File: config.mk
export PLATFORM = sky130hd
export DESIGN_NAME = sram_boot_loader
export DESIGN_NICKNAME = d
export VERILOG_FILES = /design/src/rtl/sram_boot_loader_pkg.sv /design/src/rtl/sram_boot_word_packer.sv /design/src/rtl/sram_boot_loader.sv
export SDC_FILE = /design/constraint.sdc
export NUM_CORES = 1
export LEC_CHECK = 0
export ABC_AREA = 1
export ABC_CLOCK_PERIOD_IN_PS = 5900
export BUFFER_PORTS_ARGS = -buffer_cell sky130_fd_sc_hd__buf_2
export CAP_MARGIN = 20
export CORE_UTILIZATION = 45
export CTS_CLUSTER_DIAMETER = 80
export DETAILED_ROUTE_END_ITERATION = 12
export GPL_TIMING_DRIVEN = 0
export PLACE_DENSITY = 0.65
export RECOVER_POWER = 50
export SYNTH_ARGS = -nofsm -noshare
export SYNTH_HDL_FRONTEND = slang
export SYNTH_SLANG_ARGS = --single-unit
File: constraint.sdc
create_clock -name clk -period 5.9 [get_ports clk]
set_input_delay 0.295 -clock clk [delete_from_list [all_inputs] [get_ports clk]]
set_output_delay 0.295 -clock clk [all_outputs]
set_load 0.005 [all_outputs]
File: src/rtl/sram_boot_loader_pkg.sv
// Shared types and constants for the SRAM firmware boot loader.
// The loader turns a length-prefixed, checksummed byte stream into SRAM word writes.
package sram_boot_loader_pkg;

  localparam int DEPTH          = 512;
  localparam int ADDR_W         = $clog2(DEPTH);
  localparam int CNT_W          = ADDR_W + 1;
  localparam int WORD_W         = 45;
  localparam int BYTES_PER_WORD = 6;
  localparam int IDX_W          = 3;
  localparam int COLS           = 4;
  localparam int COL_W          = $clog2(COLS);
  localparam int ROW_W          = ADDR_W - COL_W;

  // The top byte of a word only partly lands in the word; the rest is discarded.
  localparam int LAST_BITS = WORD_W - 8 * (BYTES_PER_WORD - 1);

  localparam logic [1:0] ERR_NONE = 2'd0;
  localparam logic [1:0] ERR_LEN  = 2'd1;
  localparam logic [1:0] ERR_CSUM = 2'd2;

  typedef enum logic [2:0] {
    ST_LEN_LO,
    ST_LEN_HI,
    ST_PAYLOAD,
    ST_WRITE,
    ST_CHECK,
    ST_DONE,
    ST_ERR
  } state_t;

  typedef struct packed {
    state_t     state;
    logic [1:0] err_cause;
  } loader_dbg_t;

endpackage

File: src/rtl/sram_boot_word_packer.sv
// Assembles payload bytes little-endian into one SRAM word and pulses word_valid
// the cycle after the final byte of a word is taken.
module sram_boot_word_packer
  import sram_boot_loader_pkg::*;
(
  input  logic              clk,
  input  logic              reset,
  input  logic              byte_valid,
  input  logic [7:0]        byte_data,
  output logic              last_byte,
  output logic              word_valid,
  output logic [WORD_W-1:0] word_data
);

  logic [IDX_W-1:0] byte_idx_q;

  assign last_byte = (byte_idx_q == IDX_W'(BYTES_PER_WORD - 1));

  // Gaps in byte_valid simply hold the index and the partial word.
  always_ff @(posedge clk or posedge reset) begin
    if (reset) begin
      byte_idx_q <= '0;
      word_valid <= 1'b0;
      word_data  <= '0;
    end else begin
      word_valid <= byte_valid && last_byte;
      if (byte_valid) begin
        if (last_byte) begin
          byte_idx_q                           <= '0;
          word_data[WORD_W-1 -: LAST_BITS]     <= byte_data[LAST_BITS-1:0];
        end else begin
          byte_idx_q                           <= byte_idx_q + IDX_W'(1);
          word_data[byte_idx_q * 8 +: 8]       <= byte_data;
        end
      end
    end
  end

endmodule

File: src/rtl/sram_boot_loader.sv
// Firmware loader: parses LEN_LO, LEN_HI, payload and XOR checksum from a byte stream,
// writes words to SRAM in address order, and holds the CPU in reset until the image checks out.
module sram_boot_loader
  import sram_boot_loader_pkg::*;
(
  input  logic              clk,
  input  logic              reset,
  // Byte stream: a byte moves on a rising clk where s_valid and s_ready are both high;
  // s_valid may drop at any time, and s_ready never depends on s_valid.
  input  logic              s_valid,
  output logic              s_ready,
  input  logic [7:0]        s_data,
  output logic              sram_we,
  output logic [ROW_W-1:0]  sram_row,
  output logic [COL_W-1:0]  sram_col,
  output logic [WORD_W-1:0] sram_wdata,
  output logic              cpu_hold,
  output logic              done,
  output logic              error,
  output logic [CNT_W-1:0]  words_loaded,
  output loader_dbg_t       dbg
);

  state_t           state_q, state_d;
  logic [1:0]       err_q, err_d;
  logic [15:0]      len_q;
  logic [7:0]       csum_q;
  logic [CNT_W-1:0] cnt_q;
  logic             s_ready_q;
  logic             accept;
  logic             pay_accept;
  logic             last_byte;
  logic             word_valid;
  logic [15:0]      len_full;
  logic             last_word;

  assign accept     = s_valid && s_ready_q;
  assign pay_accept = accept && (state_q == ST_PAYLOAD);
  assign len_full   = {s_data, len_q[7:0]};
  assign last_word  = (16'(cnt_q) + 16'd1) == len_q;

  sram_boot_word_packer u_packer (
    .clk        (clk),
    .reset      (reset),
    .byte_valid (pay_accept),
    .byte_data  (s_data),
    .last_byte  (last_byte),
    .word_valid (word_valid),
    .word_data  (sram_wdata)
  );

  always_comb begin
    state_d = state_q;
    err_d   = err_q;
    case (state_q)
      ST_LEN_LO:  if (accept) state_d = ST_LEN_HI;
      ST_LEN_HI: begin
        if (accept) begin
          if (len_full == 16'd0 || len_full > 16'(DEPTH)) begin
            state_d = ST_ERR;
            err_d   = ERR_LEN;
          end else begin
            state_d = ST_PAYLOAD;
          end
        end
      end
      ST_PAYLOAD: if (accept && last_byte) state_d = ST_WRITE;
      ST_WRITE:   state_d = last_word ? ST_CHECK : ST_PAYLOAD;
      ST_CHECK: begin
        if (accept) begin
          if (s_data == csum_q) begin
            state_d = ST_DONE;
          end else begin
            state_d = ST_ERR;
            err_d   = ERR_CSUM;
          end
        end
      end
      ST_DONE:    state_d = ST_DONE;
      ST_ERR:     state_d = ST_ERR;
      default:    state_d = ST_ERR;
    endcase
  end

  // s_ready is registered from the next state so it is low throughout reset
  // and rises on the first clock after reset is released.
  always_ff @(posedge clk or posedge reset) begin
    if (reset) begin
      state_q   <= ST_LEN_LO;
      err_q     <= ERR_NONE;
      len_q     <= '0;
      csum_q    <= '0;
      cnt_q     <= '0;
      s_ready_q <= 1'b0;
    end else begin
      state_q   <= state_d;
      err_q     <= err_d;
      s_ready_q <= state_d inside {ST_LEN_LO, ST_LEN_HI, ST_PAYLOAD, ST_CHECK};
      if (accept && state_q == ST_LEN_LO) len_q[7:0]  <= s_data;
      if (accept && state_q == ST_LEN_HI) len_q[15:8] <= s_data;
      if (pay_accept) csum_q <= csum_q ^ s_data;
      if (state_q == ST_WRITE) cnt_q <= cnt_q + CNT_W'(1);
    end
  end

  // The write address is the count before this cycle's increment.
  assign s_ready      = s_ready_q;
  assign sram_we      = word_valid;
  assign sram_row     = cnt_q[ADDR_W-1:COL_W];
  assign sram_col     = cnt_q[COL_W-1:0];
  assign cpu_hold     = (state_q != ST_DONE);
  assign done         = (state_q == ST_DONE);
  assign error        = (state_q == ST_ERR);
  assign words_loaded = cnt_q;
  assign dbg          = '{state: state_q, err_cause: err_q};

endmodule

* After elaboration in Yosys (flattened, before gate mapping)
Cells that the tools add are included.
** Word-level totals
- Flip-flop bits (word level) :: 89
- Input port bits :: 11
** Cells by class
- Add/sub/neg operators :: 4
- $lt $le $gt $ge :: 1
- Equality and inequality tests :: 17
- Shift operators :: 2
- Multiplexer cells :: 16
- Bitwise operators :: 2
- Reductions and logical operators :: 14
** Operator list (number)
- $bwmux 45 :: 1
- $shift 8x34->45 const A :: 1
- $shiftx 8x34->45 :: 1
- $neg 6->34 :: 1
- $mux 3 :: 7
- $pmux 3 s6 :: 1
- $eq 11x16->1 :: 1
- $gt 16x10->1 const B :: 1
- $logic_not 16->1 :: 1
- $eq 3x3->1 const B :: 5
- $add 10x1->11 const B :: 1
- $add 10x1->10 const B :: 1
- $mux 2 :: 5
- $eq 3x2->1 const B :: 3
- $eq 8x8->1 :: 1
- $ne 2x2->1 const B :: 4
- $xor 8x8->8 :: 1
- $eq 3x1->1 const B :: 2
- $logic_and 1x1->1 :: 6
- $logic_not 3->1 :: 2
- $mux 5 :: 1
- $reduce_and 5->1 :: 1
- $pmux 2 s2 :: 1
- $reduce_bool 4->1 :: 1
- other kinds (6) :: 6

* Depth between registers and ports, before layout
Gate-level depths: netlist of the first run.
- Word-level depth :: 7
- Mapped depth :: 14
- Depth with buffers taken out :: 14

* Modules after synthesis
Synthesis of the first run repeated with hierarchy kept, for this count alone.
** Unflattened totals
- Cells, all modules :: 628
- Area total of the unflattened synthesis :: 4780.8 um^2
** Modules (own cells, without submodules)
- sram_boot_word_packer :: instances 1, cells an instance 301, area an instance 2459.9 um^2, sequential area each 1226.2 um^2
- sram_boot_loader :: instances 1, cells an instance 327, area an instance 2321.0 um^2, sequential area each 1001.0 um^2

* Least setup slack after synthesis of the first run
Ideal clock, no wire load.
- Kind :: reg2reg
- From :: register u_packer.byte_idx_q[0]
- To :: register u_packer.word_data[33]
- Setup time :: 0.120 ns
- Arrival :: 2.104 ns
- Path slack :: 3.676 ns
- Stages on the path, launching flop included :: 12
- Cells stage by stage :: dfrtp_1 -> clkinv_1 -> ha_1 -> ha_1 -> inv_1 -> nor2_1 -> inv_1 -> nor2_4 -> nand4_4 -> buf_6 -> nand2_1 -> o21ai_2
** Between the ends
- Cells in the longest elaborated chain, start to end :: 3
- Elaborated cells on any way between the ends :: 7
- Classes of those cells :: add/sub: 1; eq/ne: 1; shift: 2; mux: 1; bitwise: 1; reduce/logical: 1
** RTL lines
- start: declaration :: RTL line sram_boot_word_packer.sv:15 : logic [IDX_W-1:0] byte_idx_q;
- start signal: assignment :: RTL line sram_boot_word_packer.sv:32 : byte_idx_q <= byte_idx_q + IDX_W'(1);
- $neg 6->34 / $eq 3x3->1 (equally long branches) :: RTL line sram_boot_word_packer.sv:33, sram_boot_word_packer.sv:17
- $shiftx 8x34->45, or another cell as far along :: RTL line sram_boot_word_packer.sv:33 : word_data[byte_idx_q * 8 +: 8] <= byte_data;
- $bwmux 45 / $reduce_and 2->1 (equally long branches)
- end signal: indexed assignment :: RTL line sram_boot_word_packer.sv:30 : word_data[WORD_W-1 -: LAST_BITS] <= byte_data[LAST_BITS-1:0];
- end signal: indexed assignment :: RTL line sram_boot_word_packer.sv:33
- end: declaration :: RTL line sram_boot_word_packer.sv:12 : output logic [WORD_W-1:0] word_data
Parallel ways exist; a longest one is shown, timed or not.
A chain may end at the register's enable or synchronous reset.

* Final worst setup path of the first run
Same ends and word-level chain as after synthesis.

==> impl_metrics.py, run 1 <==
metrics = {
    "layout": {
        "layout_commonest_cell": "nand2_1",
        "synthToLayoutAreaGrowth_pct": 17.9,
        "layout_common_cells": "173 x nand2_1, 89 x dfrtp_1, 72 x buf_2",
        "drive_gt1_frac": 0.189,
        "antenna_cells": 0,
        "final_nets": 695,
    },
    "grt": {
        "grt_pass1_wl_mm": 18.3,
        "grt_pass1_vias": 3849,
        "grt.overflow.total": 0,
        "antenna_found_initial": 0,
        "grt_usage": 0.226,
        "grt_max_degree": 76,
    },
    "sta": {
        "max_clock_freq_ghz": 0.384,
        "setup_viol": 0,
        "relSlewSlack": 0.484,
        "holdWs_ns": 0.247,
        "period_minus_slack_ns": 2.60,
        "finalSetupTns_ns": 0,
        "final-hold-violation-count": 0,
        "worst_pin_slew_ns": 0.770,
        "skew_ns": 0.0120,
        "grt_setup_unrepaired": "false",
        "fin_crit_sh": 0.441,
        "drv_slew": 0,
    },
    "routing": {
        "drt_iter0_drc": 207,
        "firstDrtPassIters": 5,
        "wl_mm": 11.0,
        "via_per_inst": 5.00,
        "drc": 0,
        "num_vias": 4078,
        "wl_per_cell_um": 13.5,
        "ant_nets": 0,
    },
    "synth": {
        "syn_avg_cell_area_um2": 7.90,
        "yosysSeqAreaShare": 0.484,
        "synth_cells": 582,
        "ys.warnings.count": 0,
        "ys_ff_latch": 89,
        "synth.area.top_cells": "dfrtp_1 48%, nand2_1 14%, inv_1 5.7%, nand3_1 5.1%, o21ai_0 4.7%",
        "ys_types": 37,
        "synth_top_area_cell": "dfrtp_1",
        "synth-main-ff-cell": "dfrtp_1",
        "async_reset_ff_frac": 1.00,
        "synth_edf_count": 0,
        "syn-cell-area_um2": 4600,
        "synth.top_cell.area_share": 0.484,
        "synth.net_count": 600,
    },
    "setup_path": {
        "cp_num_buf_inv": 4,
        "r2r_cells": 11,
        "arrival_ns": 2.86,
        "endpoint": "u_packer.word_data[33]$_DFFE_PP0P_",
        "r2r-end": "u_packer.word_data[33]$_DFFE_PP0P_",
        "cp_max_fo": 10,
        "cpPeakStageDelay_ns": 0.48,
        "crit_start": "u_packer.byte_idx_q[0]$_DFFE_PP0P_",
        "critPathSlowestCell": "dfrtp_1",
        "cp-end-kind": "register",
        "cp_top_family": "buffers and inverters",
        "critPathLaunchType": "register",
        "cp_cell_sequence": "clkinv_1 > ha_1 > ha_1 > inv_1 > nor2_1 > inv_1 > nor2_4 > nand4_4 > buf_6 > nand2_1 > o21ai_2",
        "reg2reg_from": "u_packer.byte_idx_q[0]$_DFFE_PP0P_",
        "worstPathRequired_ns": 6.15,
        "crit_type": "register to register",
        "cp.depth": 11,
        "r2r_setup_slack_ns": 3.30,
    },
    "power_and_ir_drop": {
        "powerDensity_nw_per_um2": 208,
        "vdd_drop_max_mv": 0.102,
        "leakage_uw": 0.00274,
    },
    "cts": {
        "post_cts_resized": 0,
        "clk_pin_slew_worst_paths_ns": 0.09,
        "insertion_delay_ns": 0.37,
        "cts_inserted_buffers": 9,
        "cts-root-buf": "clkbuf_8",
        "h-tree-depth": 3,
        "clockBufferDepth": 2,
        "cts_sinks": 89,
        "cts_tree": "yes",
    },
    "floorplan": {
        "dieArea_um2": 10600,
        "row_count": 36,
        "ios": 85,
        "die_h_um": 103,
        "start_util": 0.468,
        "die_w_um": 103,
        "coreArea_um2": 9820,
    },
    "status": {
        "status": "complete, no violations",
    },
    "place": {
        "portBuffers": 82,
        "dpl.hpwl_mm": 8.15,
        "place_congestion": 0.908,
    },
    "worst_hold_path": {
        "hold_depth": 3,
        "hp-class": "input pin to register",
    },
    "job": {
        "maxCapViolCount": 0,
    },
}
[metrics by stage]
| step | util | total power, uW | cells | setup WS (ns) | instance area, um2 |
|---|---|---|---|---|---|
| global route | 0.552 | 1160 | 815 | 3.07 | 5420 |
| detailed placement | 0.530 | 659 | 798 | 3.30 | 5210 |
| finish | 0.552 | 1130 | 815 | 3.30 | 5420 |
| global placement | 0.527 | 656 | 797 | 2.30 | 5180 |
| floorplan | - | 641 | 582 | 3.30 | 4600 |
| CTS | 0.554 | 1130 | 815 | 3.29 | 5440 |
[metal layers]
layer	part of all wire	vias up	wire length, um	track usage
met5	0	-	0	0
met1	0.47	1900	5220	0.317
met3	0.057	12	628	0.0353
li1	-	2047	-	-
met2	0.46	119	5050	0.354
met4	0.012	0	138	0.0845
[cells in the mapped netlist, types with 2 or more instances]
master / instances
dfrtp_1: 89
ha_1: 7
o21ai_1: 12
nand2_2: 2
xnor2_1: 4
clkbuf_1: 3
o22ai_1: 2
o221ai_1: 4
o21ai_2: 9
o31ai_1: 5
nor2_2: 4
inv_1: 70
a21oi_1: 5
nor2_1: 43
nand3_1: 47
nand4_1: 5
clkinv_1: 2
nor4_1: 2
buf_4: 10
nand2_1: 173
o21a_1: 4
o21ai_0: 43
nor3_1: 8
inv_2: 4
nor2_4: 4
buf_2: 6
xor2_1: 5
[cells by family after synthesis]
logic type / Yosys count / synth area share
and+or+nand+nor: 294 / 0.278
buffers and inverters: 97 / 0.0909
DFF: 89 / 0.484
AOI/OAI and AO/OA: 86 / 0.111
xor gates and xnor gates: 9 / 0.0171
adders and majority gates: 7 / 0.0190
[area by class of cell]
type                            count  area, um2
Tap cell                          133        166
Multi-Input combinational cell    396       1950
Inverter                           76        287
Sequential cell                    89       2230
Buffer                             21        133
Clock buffer                       10        138
Fill cell                         972       4400
Timing Repair Buffer               84        428
Clock inverter                      6       90.1
[how the worst min path moves through the flow]
stage / startpoint / to
after CTS: s_data[3] / len_q[3]$_DFFE_PP0P_
after detailed placement: reset / u_packer.word_data[37]$_DFFE_PP0P_
after floorplan: s_data[2] / len_q[10]$_DFFE_PP0P_
after global placement: err_q[1]$_DFFE_PP0P_ / err_q[1]$_DFFE_PP0P_
after global routing: s_data[3] / len_q[3]$_DFFE_PP0P_
final: s_data[3] / len_q[3]$_DFFE_PP0P_
[state kept, by name (all words and copies together), names as in the netlist]
signal,count
u_packer.word_data,45
len_q,16
words_loaded,10
csum_q,8
state_q,3
u_packer.byte_idx_q,3
err_q,2
s_ready,1
u_packer.word_valid,1
[worst register-to-register path, delay by kind of cell (launching register included)]
kind	cells	cell delay, ns
fa+ha+maj	2	0.64
simple gates	4	0.57
flops	1	0.48
buf+inv	4	0.76
compound gates	1	0.05
[power by group]
part           internal (uW)  switching, uW  leakage (uW)  total [uW]
clock network            252            228      0.000113         480
registers                609              0       0.00111         609
logic                   7.82           29.1       0.00151        36.9
[timing repair]
action	in CTS	in global routing
buffers inserted	0	0
hold buffers	1	0
hold endpoints to repair	14	0
Power figures use the tool's default switching activity.
==> inputs of run 2 (changes only) <==
--- a/config.mk
+++ b/config.mk
@@ -5,15 +5,15 @@
 export SDC_FILE = /design/constraint.sdc
 export NUM_CORES = 1
 export LEC_CHECK = 0
-export ABC_AREA = 1
-export ABC_CLOCK_PERIOD_IN_PS = 5900
+export ABC_AREA = 0
+export ABC_CLOCK_PERIOD_IN_PS = 2100
 export BUFFER_PORTS_ARGS = -buffer_cell sky130_fd_sc_hd__buf_2
 export CAP_MARGIN = 20
 export CORE_UTILIZATION = 45
 export CTS_CLUSTER_DIAMETER = 80
 export DETAILED_ROUTE_END_ITERATION = 12
 export GPL_TIMING_DRIVEN = 0
-export PLACE_DENSITY = 0.65
+export PLACE_DENSITY = 0.68
 export RECOVER_POWER = 50
 export SYNTH_ARGS = -nofsm -noshare
 export SYNTH_HDL_FRONTEND = slang
==> constraint.sdc (replaced) <==
create_clock -name clk -period 2.1 [get_ports clk]
set_input_delay 0.105 -clock clk [delete_from_list [all_inputs] [get_ports clk]]
set_output_delay 0.105 -clock clk [all_outputs]
set_load 0.005 [all_outputs]
==> impl_metrics.py, run 2 <==
metrics = {
    "layout": {
        "largest_reg_flops": 45,
        "synthToLayoutAreaGrowth_pct": 23.6,
        "final_area_um2": 5360,
        "layout_common_cells": "87 x dfrtp_1, 78 x nand2_1, 70 x buf_2",
        "final_nets": 537,
        "antenna_cells": 0,
        "fillers": 849,
        "layout_commonest_cell": "dfrtp_1",
        "regMostFlops": "u_packer.word_data",
        "drive_gt1_frac": 0.351,
        "final_cells": 653,
    },
    "synth": {
        "async_reset_ff_frac": 1.00,
        "synth_top_area_cell": "dfrtp_1",
        "synth.top_cell.area_share": 0.513,
        "yosysSeqAreaShare": 0.513,
        "syn_avg_cell_area_um2": 10.6,
        "synth-compound-area-share": 0.0920,
        "syn-cell-area_um2": 4340,
        "ys_ff_latch": 89,
        "ys.warnings.count": 0,
        "synth-main-ff-cell": "dfrtp_1",
        "synth_cells": 410,
        "synth.area.top_cells": "dfrtp_1 51%, mux2_2 7.8%, nand2_1 6.7%, xnor2_1 4.2%, o21ai_0 3.8%",
        "synth_fa_ha_area_frac": 0.0202,
        "yosysMostFrequentCell": "dfrtp_1",
        "synth_edf_count": 0,
        "yosys-top-cells-count": "89 x dfrtp_1, 78 x nand2_1, 33 x o21ai_0, 30 x mux2_2, 21 x xnor2_1",
        "synth-xor-area-share": 0.0804,
        "ys_types": 54,
        "synthSimpleGateAreaFrac": 0.165,
        "synthMuxAreaShare": 0.0813,
        "synth_top_family_by_area": "simple AND/OR/NAND/NOR gates",
        "synth.net_count": 428,
    },
    "setup_path": {
        "crit_start": "u_packer.byte_idx_q[0]$_DFFE_PP0P_",
        "worstPathRequired_ns": 2.34,
        "cp-end-kind": "register",
        "reg2reg_from": "u_packer.byte_idx_q[0]$_DFFE_PP0P_",
        "crit_type": "register to register",
        "critPathLaunchType": "register",
        "arrival_ns": 2.27,
        "cp_max_fo": 10,
    },
    "grt": {
        "grt_usage": 0.223,
        "grt_max_degree": 40,
        "grt_pass1_wl_mm": 17.2,
        "antenna_found_initial": 0,
        "grt_pass1_vias": 3398,
        "grt.overflow.total": 0,
    },
    "routing": {
        "num_vias": 3435,
        "firstDrtPassIters": 4,
        "drc": 0,
        "via_per_inst": 5.26,
        "wl_per_cell_um": 16.0,
        "drt_iter0_drc": 256,
        "wl_mm": 10.5,
        "ant_nets": 0,
    },
    "power_and_ir_drop": {
        "leakage_uw": 0.00265,
        "p_sw_frac": 0.243,
        "p_clk_frac": 0.368,
        "internal_power_uw": 2230,
        "powerDensity_nw_per_um2": 550,
        "seqPwrFrac": 0.586,
        "vdd_drop_max_mv": 0.300,
        "power_switching_uw": 717,
        "p_comb_frac": 0.046,
    },
    "floorplan": {
        "ios": 85,
        "row_count": 35,
        "dieArea_um2": 10000,
        "start_util": 0.467,
        "die_h_um": 100,
        "die_w_um": 100,
        "coreArea_um2": 9280,
    },
    "sta": {
        "holdWs_ns": 0.0364,
        "fin_crit_sh": 0.965,
        "grt_setup_unrepaired": "false",
        "period_minus_slack_ns": 2.03,
        "max_clock_freq_ghz": 0.493,
        "drv_slew": 0,
        "skew_ns": 0.00886,
        "setup_ws_ns": 0.0733,
        "worst_pin_slew_ns": 0.961,
        "final-hold-violation-count": 0,
        "setup_viol": 0,
        "relSlewSlack": 0.360,
    },
    "place": {
        "post-place-ws_ns": -0.390,
        "dpl.hpwl_mm": 7.07,
        "dp_cells": 621,
        "place_congestion": 0.835,
        "placed_cell_area_um2": 4970,
        "portBuffers": 80,
    },
    "cts": {
        "cts_tree": "yes",
        "cts-root-buf": "clkbuf_8",
        "clk_pin_slew_worst_paths_ns": 0.09,
        "h-tree-depth": 3,
        "insertion_delay_ns": 0.35,
        "clockBufferDepth": 2,
        "cts_sinks": 89,
        "cts_inserted_buffers": 9,
    },
    "worst_hold_path": {
        "hp-start": "s_data[5]",
        "hp-class": "input pin to register",
    },
    "status": {
        "status": "complete, no violations",
    },
    "job": {
        "maxCapViolCount": 0,
    },
}
==> run 2: changes by cell type in the layout (fill, tap and decap cells not counted), sizes merged, moves of 6 or more <==
cell | before | now
mux2 | 0 | 31
buf | 84 | 99
nand2 | 176 | 79
nand4 | 6 | 14
xor2 | 5 | 18
nand3 | 48 | 8
xnor2 | 4 | 21
clkbuf | 30 | 36
inv | 74 | 8
o21ai | 64 | 34
nor2 | 51 | 16
==> run 2: path summary, 6_finish.rpt <==
kind,end,slack (ns),cells past startpoint
min reg2reg,err_q[1]$_DFFE_PP0P_,0.48,2
max in group asynchronous,words_loaded[0]$_DFFE_PP0P_,0.43,4
min,u_packer.word_data[21]$_DFFE_PP0P_,0.04,3
max reg2reg,u_packer.word_data[4]$_DFFE_PP0P_,0.07,7
min in group asynchronous,u_packer.word_data[41]$_DFFE_PP0P_,0.31,3
max,u_packer.word_data[4]$_DFFE_PP0P_,0.07,7
==> run 2: area by class of cell <==
type	instances	area, um2	share of cell area
multi-input combinational	286	2010	0.375
timing repair buffer	98	537	0.100
inverter	8	31.3	0.00583
sequential	89	2230	0.416
tap	129	161	0.0301
clock buffer	11	141	0.0264
clock inverter	5	40.0	0.00746
buffer	27	211	0.0394
==> run 2: stage by stage <==
| step | total power [uW] | util | TNS, ns |
|---|---|---|---|
| 4_1_cts | 3000 | 0.575 | 0 |
| 5_1_grt | 3070 | 0.578 | 0 |
| 3_3_place_gp | 1900 | 0.531 | -11.68 |
| 3_5_place_dp | 1910 | 0.535 | -14.07 |
| 6_report | 2950 | 0.578 | 0 |
| 2_1_floorplan | 1840 | - | -0.169 |
==> run 2: power by group through the flow <==
| stage | sequential [uW] | combinational, uW | clock [uW] |
|---|---|---|---|
| after floorplan | 1760 | 80.8 | 0 |
| after global placement | 1760 | 135 | 0 |
| after detailed placement | 1760 | 147 | 0 |
| after CTS | 1730 | 148 | 1120 |
| after global routing | 1730 | 154 | 1190 |
| final | 1730 | 136 | 1090 |
==> run 2: logic make-up (layout without fill, tap and decap cells) <==
group,count (synthesis),in the layout
AOI/OAI and AO/OA,60,60
xor gates and xnor gates,39,39
adders and majority gates,7,7
buffers and inverters,36,149
DFF,89,89
muxes,31,31
and+or+nand+nor,148,149
==> run 2: critical path: stages (launching register included) <==
cell and delay [ns]:
dfrtp_1 0.43, inv_2 0.10, ha_2 0.27, buf_2 0.19, nor4_1 0.32, nand4b_2 0.14
buf_4 0.20, mux2_2 0.28
==> run 2: per-layer routing <==
metal / share of wire / global-route usage
met1: 0.47 / 0.319
met5: 0 / 0
met4: 0.014 / 0.0758
met2: 0.47 / 0.349
met3: 0.043 / 0.0341
==> run 2: repair_timing <==
action                                  in CTS  in global routing
hold buffers                                 1                  0
pin swaps                                    7                  3
gates resized for setup                     21                 14
endpoints found under the hold margin       12                  0
cloned                                       2                  0
buffers inserted                            11                  3
endpoints found under the setup margin      48                 51
